$ cat src/rtl/pong_ball_engine.sv
// Ball movement engine for Pong: moves, reflects, scores and re-serves the ball on a configurable grid.
// Optional paddle spin is enabled by defining PONG_BALL_SPIN_EN.
module pong_ball_engine #(
  parameter int c_GAME_WIDTH    = 40,
  parameter int c_GAME_HEIGHT   = 30,
  parameter int c_COORD_BITS    = 6,
  parameter int c_PADDLE_HEIGHT = 6,
  parameter int c_SPEED_START   = 1250000,
  parameter int c_SPEED_MIN     = 312500,
  parameter int c_SPEED_STEP    = 62500,
  parameter int c_SERVE_TICKS   = 20
) (
  input  logic                    i_Clk,
  input  logic                    i_Rst,
  input  logic                    i_Game_Active,
  input  logic [c_COORD_BITS-1:0] i_Paddle_Y_P1,
  input  logic [c_COORD_BITS-1:0] i_Paddle_Y_P2,
  input  logic [c_COORD_BITS-1:0] i_Col_Count_Div,
  input  logic [c_COORD_BITS-1:0] i_Row_Count_Div,
  output logic [c_COORD_BITS-1:0] o_Ball_X,
  output logic [c_COORD_BITS-1:0] o_Ball_Y,
  output logic                    o_Draw_Ball,
  output logic                    o_Hit,
  output logic                    o_P1_Score,
  output logic                    o_P2_Score
);

  typedef enum logic [1:0] {IDLE, SERVE, RUN, MISS} t_State;

  localparam logic [c_COORD_BITS-1:0] c_CENTER_X  = c_COORD_BITS'(c_GAME_WIDTH / 2);
  localparam logic [c_COORD_BITS-1:0] c_CENTER_Y  = c_COORD_BITS'(c_GAME_HEIGHT / 2);
  localparam logic [c_COORD_BITS-1:0] c_ONE       = c_COORD_BITS'(1);
  localparam logic [c_COORD_BITS-1:0] c_P1_COL    = c_COORD_BITS'(1);
  localparam logic [c_COORD_BITS-1:0] c_P1_BOUNCE = c_COORD_BITS'(2);
  localparam logic [c_COORD_BITS-1:0] c_P2_COL    = c_COORD_BITS'(c_GAME_WIDTH - 2);
  localparam logic [c_COORD_BITS-1:0] c_P2_BOUNCE = c_COORD_BITS'(c_GAME_WIDTH - 3);
  localparam logic [c_COORD_BITS-1:0] c_X_LAST    = c_COORD_BITS'(c_GAME_WIDTH - 1);
  localparam logic [c_COORD_BITS-1:0] c_Y_LAST    = c_COORD_BITS'(c_GAME_HEIGHT - 1);
  localparam logic [c_COORD_BITS:0]   c_PAD_SPAN  = (c_COORD_BITS+1)'(c_PADDLE_HEIGHT - 1);
  localparam logic [31:0] c_PERIOD_START = 32'(c_SPEED_START);
  localparam logic [31:0] c_PERIOD_MIN   = 32'(c_SPEED_MIN);
  localparam logic [31:0] c_PERIOD_STEP  = 32'(c_SPEED_STEP);
  localparam logic [31:0] c_SERVE_LAST   = 32'(c_SERVE_TICKS - 1);

  // Speed-up with a floor; ordered so the subtraction can never underflow.
  function automatic logic [31:0] f_Faster(input logic [31:0] p_Period);
    if (p_Period >= c_PERIOD_MIN + c_PERIOD_STEP)
      return p_Period - c_PERIOD_STEP;
    else
      return c_PERIOD_MIN;
  endfunction

  t_State                  r_State;
  logic [c_COORD_BITS-1:0] r_Ball_X;
  logic [c_COORD_BITS-1:0] r_Ball_Y;
  logic                    r_Dir_X;
  logic                    r_Dir_Y;
  logic [31:0]             r_Period;
  logic [31:0]             r_Tick_Cnt;
  logic [31:0]             r_Serve_Cnt;
  logic                    r_Draw_Ball;
  logic                    r_Hit;
  logic                    r_P1_Score;
  logic                    r_P2_Score;

  logic                    w_Tick;
  logic [c_COORD_BITS:0]   w_Y_Ext;
  logic [c_COORD_BITS:0]   w_P1_Top;
  logic [c_COORD_BITS:0]   w_P1_Bot;
  logic [c_COORD_BITS:0]   w_P2_Top;
  logic [c_COORD_BITS:0]   w_P2_Bot;
  logic                    w_At_P1;
  logic                    w_At_P2;
  logic                    w_P1_Hit;
  logic                    w_P2_Hit;
  logic                    w_Dir_Y_Eff;
  logic                    w_Next_Dir_Y;
  logic [c_COORD_BITS-1:0] w_Next_Y;

  assign w_Tick   = (r_Tick_Cnt == r_Period - 32'd1);
  assign w_Y_Ext  = {1'b0, r_Ball_Y};
  assign w_P1_Top = {1'b0, i_Paddle_Y_P1};
  assign w_P1_Bot = w_P1_Top + c_PAD_SPAN;
  assign w_P2_Top = {1'b0, i_Paddle_Y_P2};
  assign w_P2_Bot = w_P2_Top + c_PAD_SPAN;

  assign w_At_P1  = !r_Dir_X && (r_Ball_X == c_P1_COL);
  assign w_At_P2  =  r_Dir_X && (r_Ball_X == c_P2_COL);
  assign w_P1_Hit = w_At_P1 && (w_Y_Ext >= w_P1_Top) && (w_Y_Ext <= w_P1_Bot);
  assign w_P2_Hit = w_At_P2 && (w_Y_Ext >= w_P2_Top) && (w_Y_Ext <= w_P2_Bot);

  // Vertical step: spin (if built in) picks the direction first, then a wall reflection wins.
  always_comb begin
    w_Dir_Y_Eff = r_Dir_Y;
`ifdef PONG_BALL_SPIN_EN
    if ((w_P1_Hit && (w_Y_Ext == w_P1_Top)) || (w_P2_Hit && (w_Y_Ext == w_P2_Top)))
      w_Dir_Y_Eff = 1'b0;
    else if ((w_P1_Hit && (w_Y_Ext == w_P1_Bot)) || (w_P2_Hit && (w_Y_Ext == w_P2_Bot)))
      w_Dir_Y_Eff = 1'b1;
`endif
    w_Next_Dir_Y = w_Dir_Y_Eff;
    w_Next_Y     = r_Ball_Y;
    if (w_Dir_Y_Eff && (r_Ball_Y == c_Y_LAST)) begin
      w_Next_Dir_Y = 1'b0;
      w_Next_Y     = r_Ball_Y - c_ONE;
    end else if (!w_Dir_Y_Eff && (r_Ball_Y == '0)) begin
      w_Next_Dir_Y = 1'b1;
      w_Next_Y     = r_Ball_Y + c_ONE;
    end else if (w_Dir_Y_Eff) begin
      w_Next_Y     = r_Ball_Y + c_ONE;
    end else begin
      w_Next_Y     = r_Ball_Y - c_ONE;
    end
  end

  always_ff @(posedge i_Clk or posedge i_Rst) begin
    if (i_Rst) begin
      r_State     <= IDLE;
      r_Ball_X    <= c_CENTER_X;
      r_Ball_Y    <= c_CENTER_Y;
      r_Dir_X     <= 1'b1;
      r_Dir_Y     <= 1'b1;
      r_Period    <= c_PERIOD_START;
      r_Tick_Cnt  <= '0;
      r_Serve_Cnt <= '0;
      r_Draw_Ball <= 1'b0;
      r_Hit       <= 1'b0;
      r_P1_Score  <= 1'b0;
      r_P2_Score  <= 1'b0;
    end else begin
      r_Hit       <= 1'b0;
      r_P1_Score  <= 1'b0;
      r_P2_Score  <= 1'b0;
      r_Draw_Ball <= (i_Col_Count_Div == r_Ball_X) && (i_Row_Count_Div == r_Ball_Y);
      if (!i_Game_Active) begin
        r_State     <= IDLE;
        r_Ball_X    <= c_CENTER_X;
        r_Ball_Y    <= c_CENTER_Y;
        r_Period    <= c_PERIOD_START;
        r_Tick_Cnt  <= '0;
        r_Serve_Cnt <= '0;
      end else begin
        if (r_State != IDLE)
          r_Tick_Cnt <= w_Tick ? '0 : r_Tick_Cnt + 32'd1;
        case (r_State)
          IDLE: begin
            r_State     <= SERVE;
            r_Ball_X    <= c_CENTER_X;
            r_Ball_Y    <= c_CENTER_Y;
            r_Period    <= c_PERIOD_START;
            r_Tick_Cnt  <= '0;
            r_Serve_Cnt <= '0;
          end
          SERVE: begin
            if (w_Tick) begin
              if (r_Serve_Cnt == c_SERVE_LAST) begin
                r_State     <= RUN;
                r_Serve_Cnt <= '0;
              end else begin
                r_Serve_Cnt <= r_Serve_Cnt + 32'd1;
              end
            end
          end
          RUN: begin
            if (w_Tick) begin
              r_Ball_Y <= w_Next_Y;
              r_Dir_Y  <= w_Next_Dir_Y;
              if (w_At_P1) begin
                if (w_P1_Hit) begin
                  r_Dir_X  <= 1'b1;
                  r_Ball_X <= c_P1_BOUNCE;
                  r_Hit    <= 1'b1;
                  r_Period <= f_Faster(r_Period);
                end else begin
                  r_Ball_X   <= '0;
                  r_P2_Score <= 1'b1;
                  r_State    <= MISS;
                end
              end else if (w_At_P2) begin
                if (w_P2_Hit) begin
                  r_Dir_X  <= 1'b0;
                  r_Ball_X <= c_P2_BOUNCE;
                  r_Hit    <= 1'b1;
                  r_Period <= f_Faster(r_Period);
                end else begin
                  r_Ball_X   <= c_X_LAST;
                  r_P1_Score <= 1'b1;
                  r_State    <= MISS;
                end
              end else begin
                r_Ball_X <= r_Dir_X ? r_Ball_X + c_ONE : r_Ball_X - c_ONE;
              end
            end
          end
          MISS: begin
            // Next serve heads toward whoever just conceded.
            if (w_Tick) begin
              r_Dir_X     <= (r_Ball_X == c_X_LAST);
              r_Ball_X    <= c_CENTER_X;
              r_Ball_Y    <= c_CENTER_Y;
              r_Period    <= c_PERIOD_START;
              r_Serve_Cnt <= '0;
              r_State     <= SERVE;
            end
          end
          default: r_State <= IDLE;
        endcase
      end
    end
  end

  assign o_Ball_X    = r_Ball_X;
  assign o_Ball_Y    = r_Ball_Y;
  assign o_Draw_Ball = r_Draw_Ball;
  assign o_Hit       = r_Hit;
  assign o_P1_Score  = r_P1_Score;
  assign o_P2_Score  = r_P2_Score;

endmodule

$ cat config.mk
export PLATFORM = sky130hd
export DESIGN_NAME = pong_ball_engine
export DESIGN_NICKNAME = d
export VERILOG_FILES = /design/src/rtl/pong_ball_engine.sv
export SDC_FILE = /design/constraint.sdc
export NUM_CORES = 1
export LEC_CHECK = 0
export BUFFER_PORTS_ARGS = -buffer_cell sky130_fd_sc_hd__buf_4
export CORE_MARGIN = 2
export CORE_UTILIZATION = 55
export CTS_CLUSTER_DIAMETER = 80
export DETAILED_ROUTE_END_ITERATION = 6
export PLACE_DENSITY = 0.83
export SETUP_SLACK_MARGIN = 0.4
export SYNTH_ARGS = -nofsm -noshare
export SYNTH_HDL_FRONTEND = slang
export SYNTH_SLANG_ARGS = --single-unit
$ cat constraint.sdc
create_clock -name i_Clk -period 4.2 [get_ports i_Clk]
set_input_delay 0 -clock i_Clk [delete_from_list [all_inputs] [get_ports i_Clk]]
set_output_delay 0 -clock i_Clk [all_outputs]
set_load 0.01 [all_outputs]
==> key figures, run 1 <==
Power
  – Switching Share: 31.2%
  – Clock network power share: 43.7%
  – Pwr Total: 3580 uW
  – Max IR drop VDD: approximately 370 uV
  – P_leak: 0.00435 uW
  – Flop pwr share: 32.9%
  – Internal power: 2460 uW
  – Pwr/cell area: between 300 and 400 mW/mm^2
  – Combinational share of power: about a quarter
  – Psw: 1120 uW

Global routing
  – Gr busiest metal: met2
  – Initial antenna violation count: 0
  – Routing usage on met2: 44.2%
  – Grt total ovfl: 0
  – Pin count of the biggest net entering global routing: roughly 80
  – Met3 usage: just over 5%
  – Total GRT Usage: 27.9%
  – Vias in the first global route: 7721
  – First-pass GRT wire length: about 38000 um
  – Grt met1 use: 38.4%

STA
  – Worst slew pin tran: approximately 980 ps
  – Final hold vios: 0
  – Normalized max-slew margin: 34.5%
  – Setup TNS: 0 ps
  – Post-route setup slack: 364 ps
  – Final period util: just over 90%
  – Worst Clk Skew: ~14 ps
  – Final min period: 3840 ps
  – Fmax: between 200 and 300 MHz
  – Unrepaired setup endpoints after global routing: true
  – Final setup fails: 0
  – Count of pins over their slew limit: 0
  – WHS: around 290 ps

Clocking
  – TritonCTS clock tree: yes
  – Worst skew pair latency: 430 ps
  – Total CTS buffers: 17
  – Root Buffer Master: clkbuf_16
  – CTS sink cnt: 114
  – # H-tree levels: 4
  – Worst-path clk slew: 60 ps
  – CTS Buffer Depth: 2

Floorplanning
  – Die ar.: roughly 0.017 mm^2
  – Die X: 129 um
  – IO Count: between 40 and 50
  – Starting Density: 56.2%
  – Core Area: 0.0152 mm^2
  – Site Rows: 45
  – Die height: 129 um

Yosys
  – Mean Syn Cell Area: between 8 and 9 um^2
  – Syn_nets: 1099
  – Synth Register Bits: 114
  – Synthesis Warnings: 0
  – Synth Instances: 1031
  – Post-synth EDFFs: 0
  – Sequential share of the synthesized area: 33.6%
  – Post-synth ARST share: between 90% and 100%
  – Mapped Area: 0.00854 mm^2
  – Synth cell types: 71
  – Top FF cell, synth: dfrtp_1

Critical path
  – Kind of critical path: reg -> reg
  – Worst path required time: roughly 4500 ps
  – CP cell instances: or4_4 -> or4_4 -> or4b_4 -> o311ai_4 -> o311a_1 -> nand4_1 -> o31a_4 -> buf_8 -> or4_4 -> a21oi_1
  – Setup crit start kind: flip-flop
  – Buf/Inv on CP: 1
  – WP data arrival: 4170 ps
  – Crit path max fanout: 7
  – Cell seen most often among critical-path stages: or4_4
  – CP max stage cell: or4_4
  – Worst path max stage delay: 550 ps
  – Delay-heaviest family, CP: simple AND/OR/NAND/NOR gates
  – Setup crit end kind: flip-flop

Route
  – DR iter-0 viols: 960
  – Via count: 8443
  – Avg Vias per Cell: approximately 6.5
  – Routed len/inst: 18.1 um
  – Final antenna-violating net count: 0
  – Residual DRC: 0
  – Total Wirelength: between 20000 and 25000 um
  – DR pass1 iterations: 6

Place
  – Placed cells: 1237
  – # port buffers: 42
  – GP Congestion: 0.976
  – Post-Place Setup Slack: 290 ps
  – HPWL after DPL: 15600 um

Cells and area
  – Layout cell share with drive strength beyond 1: approximately a fifth
  – Layout Nets: roughly 1200
  – Ant diodes: 0
  – Area growth, synth to finish: 20.5%
  – # fillers: 1157
  – Register area: 0.00288 mm^2
  – Multi-input logic area: around 0.0055 mm^2
  – Final Non-Filler Cells: about 1300

Run
  – # Max-Cap Violations: 0

Hold path
  – Min-Delay Path Class: in -> reg

Outcome
  – Status: finished, final reports clean
## kinds of logic after synthesis
logic type / synth area share (%)
buf+inv: 4.57
fa+ha+maj: 6.12
flops: 33.6
xor+xnor: 9.23
compound gates: 18.5
mux: 1.46
simple gates: 26.5
## state kept, by name, summed over array words and instances (netlist names)
register and count:
o_Hit 1, r_Dir_Y 1, o_P1_Score 1, r_State 2, o_P2_Score 1, r_Serve_Cnt 32, r_Dir_X 1, o_Draw_Ball 1
r_Tick_Cnt 32, r_Period 30, o_Ball_X 6, o_Ball_Y 6
## Yosys cell counts (all sizes together), types with 16 or more instances
cell type    n  area (um^2)
nor2       101          379
dfrtp       98         2450
nand2       77          289
o21ai       66          330
xnor2       56          490
clkbuf      46          173
nand3       45          225
inv         43          161
ha          41          513
a21oi       40          200
nor3        40          200
xor2        34          298
nand4       29          181
and3        25          156
or4         24          188
nor4        19          119
dfstp       16          420
o31ai       16          120
## worst register-to-register path, stage by stage, from the launching register on
cell	delay (ps)
dfstp_2	400
or4_4	550
or4_4	520
or4b_4	510
o311ai_4	90
o311a_1	230
nand4_1	150
o31a_4	440
buf_8	160
or4_4	510
a21oi_1	190
## path summary, 6_finish.rpt
path	slack, ps	cells after the start	from	to
worst max-delay path	360	10	r_Period[20]	r_Serve_Cnt[20]
worst min-delay path	290	4	i_Paddle_Y_P2[5]	o_P1_Score
worst max register to register	360	10	r_Period[20]	r_Serve_Cnt[20]
worst min register to register	450	1	r_Tick_Cnt[0]	r_Tick_Cnt[0]
max in group asynchronous	2770	4	i_Rst	o_Ball_X[2]
min in group asynchronous	370	3	i_Rst	r_Tick_Cnt[25]
## cells in the final DEF, fill, tap and decap left out, drive strengths merged, types with 8 or more instances in the layout
cell type  instances
nor2             101
dfrtp             98
buf               90
nand2             77
o21ai             66
xnor2             56
nand3             45
inv               45
ha                41
nor3              40
a21oi             40
xor2              34
nand4             29
and3              25
or4               24
clkbuf            21
nor4              19
dfstp             16
o31ai             16
o21a              13
a21o              12
a31oi             11
o22ai             10
nor2b             10
or3               10
o211ai             9
a22o               9
nand2b             9
mux2i              8
## timing repair
| action | in CTS | in global routing |
|---|---|---|
| gates cloned | 0 | 4 |
| hold endpoints to repair | 67 | 0 |
| hold buffers | 5 | 0 |
| gates resized for setup | 7 | 56 |
| setup buffers | 3 | 12 |
| setup endpoints to repair | 25 | 94 |
| pin swaps | 2 | 24 |
## stage by stage
| stage | cell area, um^2 | utilization (%) |
|---|---|---|
| 2_1_floorplan | 8540 | - |
| 3_3_place_gp | 9120 | 60.0 |
| 3_5_place_dp | 9120 | 60.0 |
| 4_1_cts | 9840 | 64.7 |
| 5_1_grt | 10300 | 67.7 |
| 6_report | 10300 | 67.7 |
## layer usage
metal	wire length, um	part of all wire, %	up-vias
li1	-	-	3900
met1	10100	43	4022
met2	10700	45	449
met3	2060	8.8	72
met4	636	2.7	0
met5	0	0	-
## power groups by stage
stage,clock [uW],sequential [uW],combinational (uW)
floorplan,0,1180,466
global placement,0,1190,645
detailed placement,0,1190,657
CTS,1560,1180,674
global route,1620,1180,911
finish,1560,1180,838
## layout make-up
type | count | share of cell area [%]
Sequential cell | 114 | 27.9
Tap cell | 188 | 2.29
Multi-Input combinational cell | 817 | 53.8
Clock inverter | 14 | 1.99
Clock buffer | 17 | 4.13
Inverter | 43 | 1.59
Timing Repair Buffer | 99 | 8.29
Note: power is estimated with default switching activity, not from simulation.
==> run 2: changes to the inputs <==
Settings changed: ABC_AREA set to 1, PLACE_DENSITY 0.83 to 0.82.
==> key figures, run 2 <==
Power
  – Max IR drop VDD: 316 uV
  – Pwr/cell area: around 420 mW/mm^2
  – P_leak: roughly 0.005 uW

Clocking
  – Root Buffer Master: clkbuf_16
  – Total CTS buffers: 17
  – Worst-path clk slew: 60 ps
  – Worst skew pair latency: 420 ps
  – TritonCTS clock tree: yes
  – # H-tree levels: 4
  – Post-CTS setup buffers: 0
  – CTS sink cnt: 114
  – CTS Buffer Depth: 2

Critical path
  – Setup slack, reg-to-reg: 950 ps
  – Reg2Reg Depth: 12
  – Reg2Reg Capture Point: r_Tick_Cnt[19]
  – Cell seen most often among critical-path stages: nand2_1
  – RR Startpoint: r_Period[2]
  – Worst path max stage delay: 600 ps
  – Worst path required time: 4500 ps
  – WP data arrival: 3550 ps
  – Setup crit start kind: flip-flop
  – Setup crit end kind: flip-flop
  – Crit path max fanout: 30
  – Kind of critical path: reg -> reg
  – CP cell instances: inv_1 -> ha_1 -> nand2_1 -> nor2_4 -> nand2_1 -> nor2_1 -> xnor3_1 -> nand2_1 -> nor2_2 -> nand2_4 -> nand2_1 -> nor3b_1
  – CP max stage cell: nand2_1

STA
  – Final min period: 3250 ps
  – Setup TNS: 0 ps
  – Post-route setup slack: 948 ps
  – Worst slew pin tran: 1030 ps
  – Count of pins over their slew limit: 0
  – Unrepaired setup endpoints after global routing: false
  – Worst Clk Skew: 9.78 ps
  – Final period util: 77.4%
  – Fmax: between 300 and 400 MHz
  – Normalized max-slew margin: 31.0%
  – Final hold vios: 0
  – Final setup fails: 0

Place
  – GP Congestion: between 1 and 1.5
  – Post-Place Setup Slack: 977 ps
  – DP Area: 0.0104 mm^2
  – # port buffers: 42
  – HPWL after DPL: 19800 um

Floorplanning
  – Core Area: 0.0179 mm^2
  – Die height: 139 um
  – Die X: 139 um
  – IO Count: 43
  – Site Rows: 49
  – Die ar.: 0.0193 mm^2
  – Starting Density: 56.0%

Yosys
  – Area leader, netlist: dfrtp_1
  – Sequential share of the synthesized area: 28.7%
  – Post-synth EDFFs: 0
  – Share of the synthesized area in the top cell type: 24.5%
  – Synthesis Warnings: 0
  – Synth Register Bits: 114
  – Mean Syn Cell Area: 6.56 um^2
  – Mapped Area: roughly 0.010 mm^2
  – Syn_nets: 1594
  – Synth top cells by count: 417 x nand2_1, 180 x nor2_1, 164 x inv_1
  – Most frequent cell after synthesis: nand2_1
  – Synth Instances: approximately 1500
  – Synth cell types: 46
  – Top FF cell, synth: dfrtp_1
  – Top area cells in the synthesized netlist: dfrtp_1 24%, nand2_1 16%, nor2_1 6.7%
  – Post-synth ARST share: 100%

Route
  – Avg Vias per Cell: 5.60
  – Via count: roughly 10000
  – Total Wirelength: 27000 um
  – DR iter-0 viols: 854
  – Final antenna-violating net count: 0
  – Routed len/inst: 15.1 um
  – DR pass1 iterations: 5
  – Residual DRC: 0

Cells and area
  – # fillers: 1677
  – Register area: 0.00287 mm^2
  – Ant diodes: 0
  – Layout cell share with drive strength beyond 1: 8.66%
  – Most frequent cells in the layout: 417 x nand2_1, 180 x nor2_1, 163 x inv_1, 129 x nand3_1, 98 x dfrtp_1
  – Post-route cell area: 0.0110 mm^2
  – Regs by FF count: r_Serve_Cnt x32, r_Tick_Cnt x32, r_Period x30
  – Layout Nets: roughly 1600
  – Area growth, synth to finish: 9.68%
  – Multi-input logic area: 0.00619 mm^2
  – Most common cell after layout, fill and taps aside: nand2_1

Global routing
  – Vias in the first global route: between 9000 and 10000
  – Initial antenna violation count: 0
  – First-pass GRT wire length: 45500 um
  – Pin count of the biggest net entering global routing: 61
  – Grt total ovfl: 0
  – Total GRT Usage: 28.3%

Hold path
  – Min-Delay Path Class: in -> async

Run
  – # Max-Cap Violations: 0

Outcome
  – Status: finished, final reports clean
-- run 2: cells by family (layout without fill, tap and decap cells) --
logic type               count (synthesis)  after routing  synth area share, %
buffers and inverters                  224            256                 9.54
XOR/XNOR                               101            101                 8.97
AO/OA/AOI/OAI                          137            137                 7.52
flip-flops                             114            114                 28.7
AND/OR/NAND/NOR                        909            909                 40.2
adder cells (fa/ha/maj)                 41             41                 5.12
-- run 2: power by group --
part | total, uW | switching, uW | internal (uW) | leakage [uW]
clock | 1430 | 578 | 853 | 0.000273
sequential | 1450 | 214 | 1240 | 0.00153
combinational | 1770 | 1240 | 537 | 0.00331
-- run 2: worst max path at each step --
stage | startpoint | end | slack [ps] | cells past startpoint
global placement | r_Period[2] | r_Tick_Cnt[30] | 1130 | 16
floorplan | i_Rst | o_Ball_X[0] | 1210 | 1
finish | r_Period[2] | r_Tick_Cnt[19] | 950 | 12
detailed placement | r_Period[2] | r_Tick_Cnt[19] | 980 | 12
CTS | r_Period[2] | r_Tick_Cnt[19] | 970 | 12
global route | r_Period[2] | r_Tick_Cnt[30] | 590 | 16
-- run 2: metal layers --
| layer | GRT usage (%) | routed length (um) | vias to the layer above |
|---|---|---|---|
| li1 | - | - | 4997 |
| met1 | 37.1 | 11900 | 4658 |
| met2 | 48.1 | 13100 | 303 |
| met3 | 4.28 | 1370 | 45 |
| met4 | 9.25 | 620 | 0 |
| met5 | 0 | 0 | - |
-- run 2: final cells by class --
cell class | instances | share of cell area, %
Timing Repair Buffer | 52 | 3.67
Clock buffer | 19 | 4.12
Multi-Input combinational cell | 1188 | 56.4
Inverter | 172 | 5.92
Tap cell | 229 | 2.61
Clock inverter | 13 | 1.15
Sequential cell | 114 | 26.1
-- run 2: stage by stage --
step / total power, uW / util (%) / cells / hold slack (ps)
floorplan: 2870 / - / 1526 / 180
detailed placement: 3200 / 57.9 / 1750 / 21.9
global route: 4970 / 61.4 / 1787 / 176
finish: 4660 / 61.4 / 1787 / 131
CTS: 4650 / 61.4 / 1787 / 140
global placement: 3150 / 57.9 / 1750 / 17.8
-- run 2: timing repair --
item	4_1_cts	5_1_grt
hold buffers	5	0
setup endpoints to repair	0	0
resized for setup	0	0
hold endpoints to repair	31	0
-- run 2: critical path: cells and delay by family, from the launching register on --
kind                       cells  cell delay, ps
buffers and inverters          1             130
adders and majority gates      1             200
DFF                            1             410
and+or+nand+nor                9            2160
xor gates and xnor gates       1             240
==> run 3: changes to the inputs <==
Clock period 4.2 ns to 3.1 ns, I/O delays scaled along.
==> key figures, run 3 (synthesis results as in run 2) <==
Outcome
  – Status: finished, final reports clean

Critical path
  – Kind of critical path: reg -> reg
  – Reg2Reg Capture Point: r_Serve_Cnt[17]
  – Worst path required time: 3420 ps
  – Setup slack, reg-to-reg: 420 ps
  – Reg2Reg Depth: 17
  – Setup crit start kind: flip-flop
  – WP data arrival: roughly 3000 ps
  – RR Startpoint: r_Period[5]
  – Crit path max fanout: 8
  – Setup crit end kind: flip-flop

Clocking
  – Worst skew pair latency: about 430 ps
  – # H-tree levels: 4
  – Root Buffer Master: clkbuf_16
  – CTS Buffer Depth: 2
  – TritonCTS clock tree: yes
  – Total CTS buffers: 17
  – CTS sink cnt: 114
  – Worst-path clk slew: approximately 70 ps

Cells and area
  – Most common cell after layout, fill and taps aside: nand2_1
  – Layout Nets: 1654
  – Most frequent cells in the layout: 404 x nand2_1, 165 x nor2_1, 161 x inv_1, 113 x nand3_1, 92 x dfrtp_1
  – Layout cell share with drive strength beyond 1: 14.6%
  – Ant diodes: 0
  – Regs by FF count: r_Serve_Cnt x32, r_Tick_Cnt x32, r_Period x30
  – Area growth, synth to finish: 17.5%

STA
  – Setup TNS: 0 ps
  – Final hold vios: 0
  – Worst Clk Skew: 17.0 ps
  – Final setup fails: 0
  – Final period util: 86.6%
  – Fmax: 373 MHz
  – Post-route setup slack: around 420 ps
  – Worst slew pin tran: about 770 ps
  – Count of pins over their slew limit: 0
  – Final min period: 2680 ps
  – Unrepaired setup endpoints after global routing: true
  – Normalized max-slew margin: 48.5%

Run
  – # Max-Cap Violations: 0

Place
  – HPWL after DPL: 19500 um
  – GP Congestion: 1.00
  – # port buffers: 42
  – Post-Place Setup Slack: roughly 230 ps

Floorplanning
  – Site Rows: 49
  – IO Count: 43
  – Core Area: 0.0179 mm^2
  – Die ar.: roughly 0.019 mm^2
  – Die X: 139 um
  – Die height: ~140 um
  – Starting Density: 56.0%

Global routing
  – Initial antenna violation count: 0
  – Pin count of the biggest net entering global routing: ~60
  – Vias in the first global route: 9718
  – Grt total ovfl: 0
  – First-pass GRT wire length: between 40000 and 50000 um
  – Total GRT Usage: 28.2%

Power
  – Pwr/cell area: slightly below 600 mW/mm^2
  – Pwr Total: 6970 uW
  – P_leak: 0.00541 uW
  – Max IR drop VDD: approximately 500 uV

Hold path
  – Hold Path Sink: o_P2_Score
  – Hold Path Stages: 6
  – Hold Startpoint: i_Paddle_Y_P1[5]
  – Min-Delay Path Class: in -> reg

Route
  – Avg Vias per Cell: ~5.8
  – DR pass1 iterations: 5
  – Residual DRC: 0
  – Routed len/inst: 16.1 um
  – Final antenna-violating net count: 0
  – DR iter-0 viols: 1153
  – Via count: about 11000
  – Total Wirelength: 29400 um
==> run 3: final cells by class <==
class,count,area [um^2]
clock buffer,18,439
tap,229,287
fill,1483,6130
inverter,172,654
sequential,114,2880
multi-input combinational,1193,6570
clock inverter,14,144
timing repair buffer,88,796
==> run 3: worst max path at each step <==
stage	endpoint	slack, ps	startpoint
5_1_grt	r_Serve_Cnt[28]	230	r_Period[5]
3_5_place_dp	r_Period[3]	230	r_Period[2]
3_3_place_gp	r_Period[2]	330	r_Period[2]
2_1_floorplan	r_Period[2]	780	r_Period[2]
4_1_cts	r_Period[3]	410	r_Period[2]
6_report	r_Serve_Cnt[17]	420	r_Period[5]
==> run 3: metrics by stage <==
stage / std cells / util [%] / cell area [um^2] / hold WS, ps
6_report: 1828 / 65.8 / 11800 / 178
5_1_grt: 1828 / 65.8 / 11800 / 188
4_1_cts: 1800 / 62.3 / 11100 / 150
3_5_place_dp: 1762 / 58.5 / 10500 / 173
3_3_place_gp: 1762 / 58.5 / 10500 / 161
2_1_floorplan: 1526 / - / 10000 / 180
==> run 3: report_power, final <==
group          switching (uW)  leakage [uW]  internal, uW  total (uW)
Clock                     799      0.000281          1150        1950
Combinational            2050       0.00360          1010        3060
Sequential                280       0.00152          1680        1970
==> run 3: worst max-delay path, stage by stage, from the launching register on <==
cell,delay [ps]
dfrtp_2,470
inv_1,130
nand2_1,150
nor2_4,210
nand2_2,110
nor2_4,180
nand2_1,140
nand3_2,120
nand2_1,60
nor2_1,100
nand2_1,70
nor2_2,140
nand2_4,140
inv_6,110
nand2_8,120
clkbuf_16,210
nand3_2,60
nand2_1,50
==> run 3: per-layer routing <==
metal	global-route usage [%]	vias up	routed length, um
li1	-	5089	-
met1	36.9	4925	12000
met2	47.6	506	14100
met3	4.63	95	2200
met4	9.52	0	1060
met5	0	-	0
==> run 3: repair_timing <==
item,CTS,global route
buffers inserted,0,21
hold buffers,5,0
gates cloned,1,7
resized for setup,8,82
pin swaps,2,44
hold endpoints to repair,34,0
setup endpoints to repair,74,111
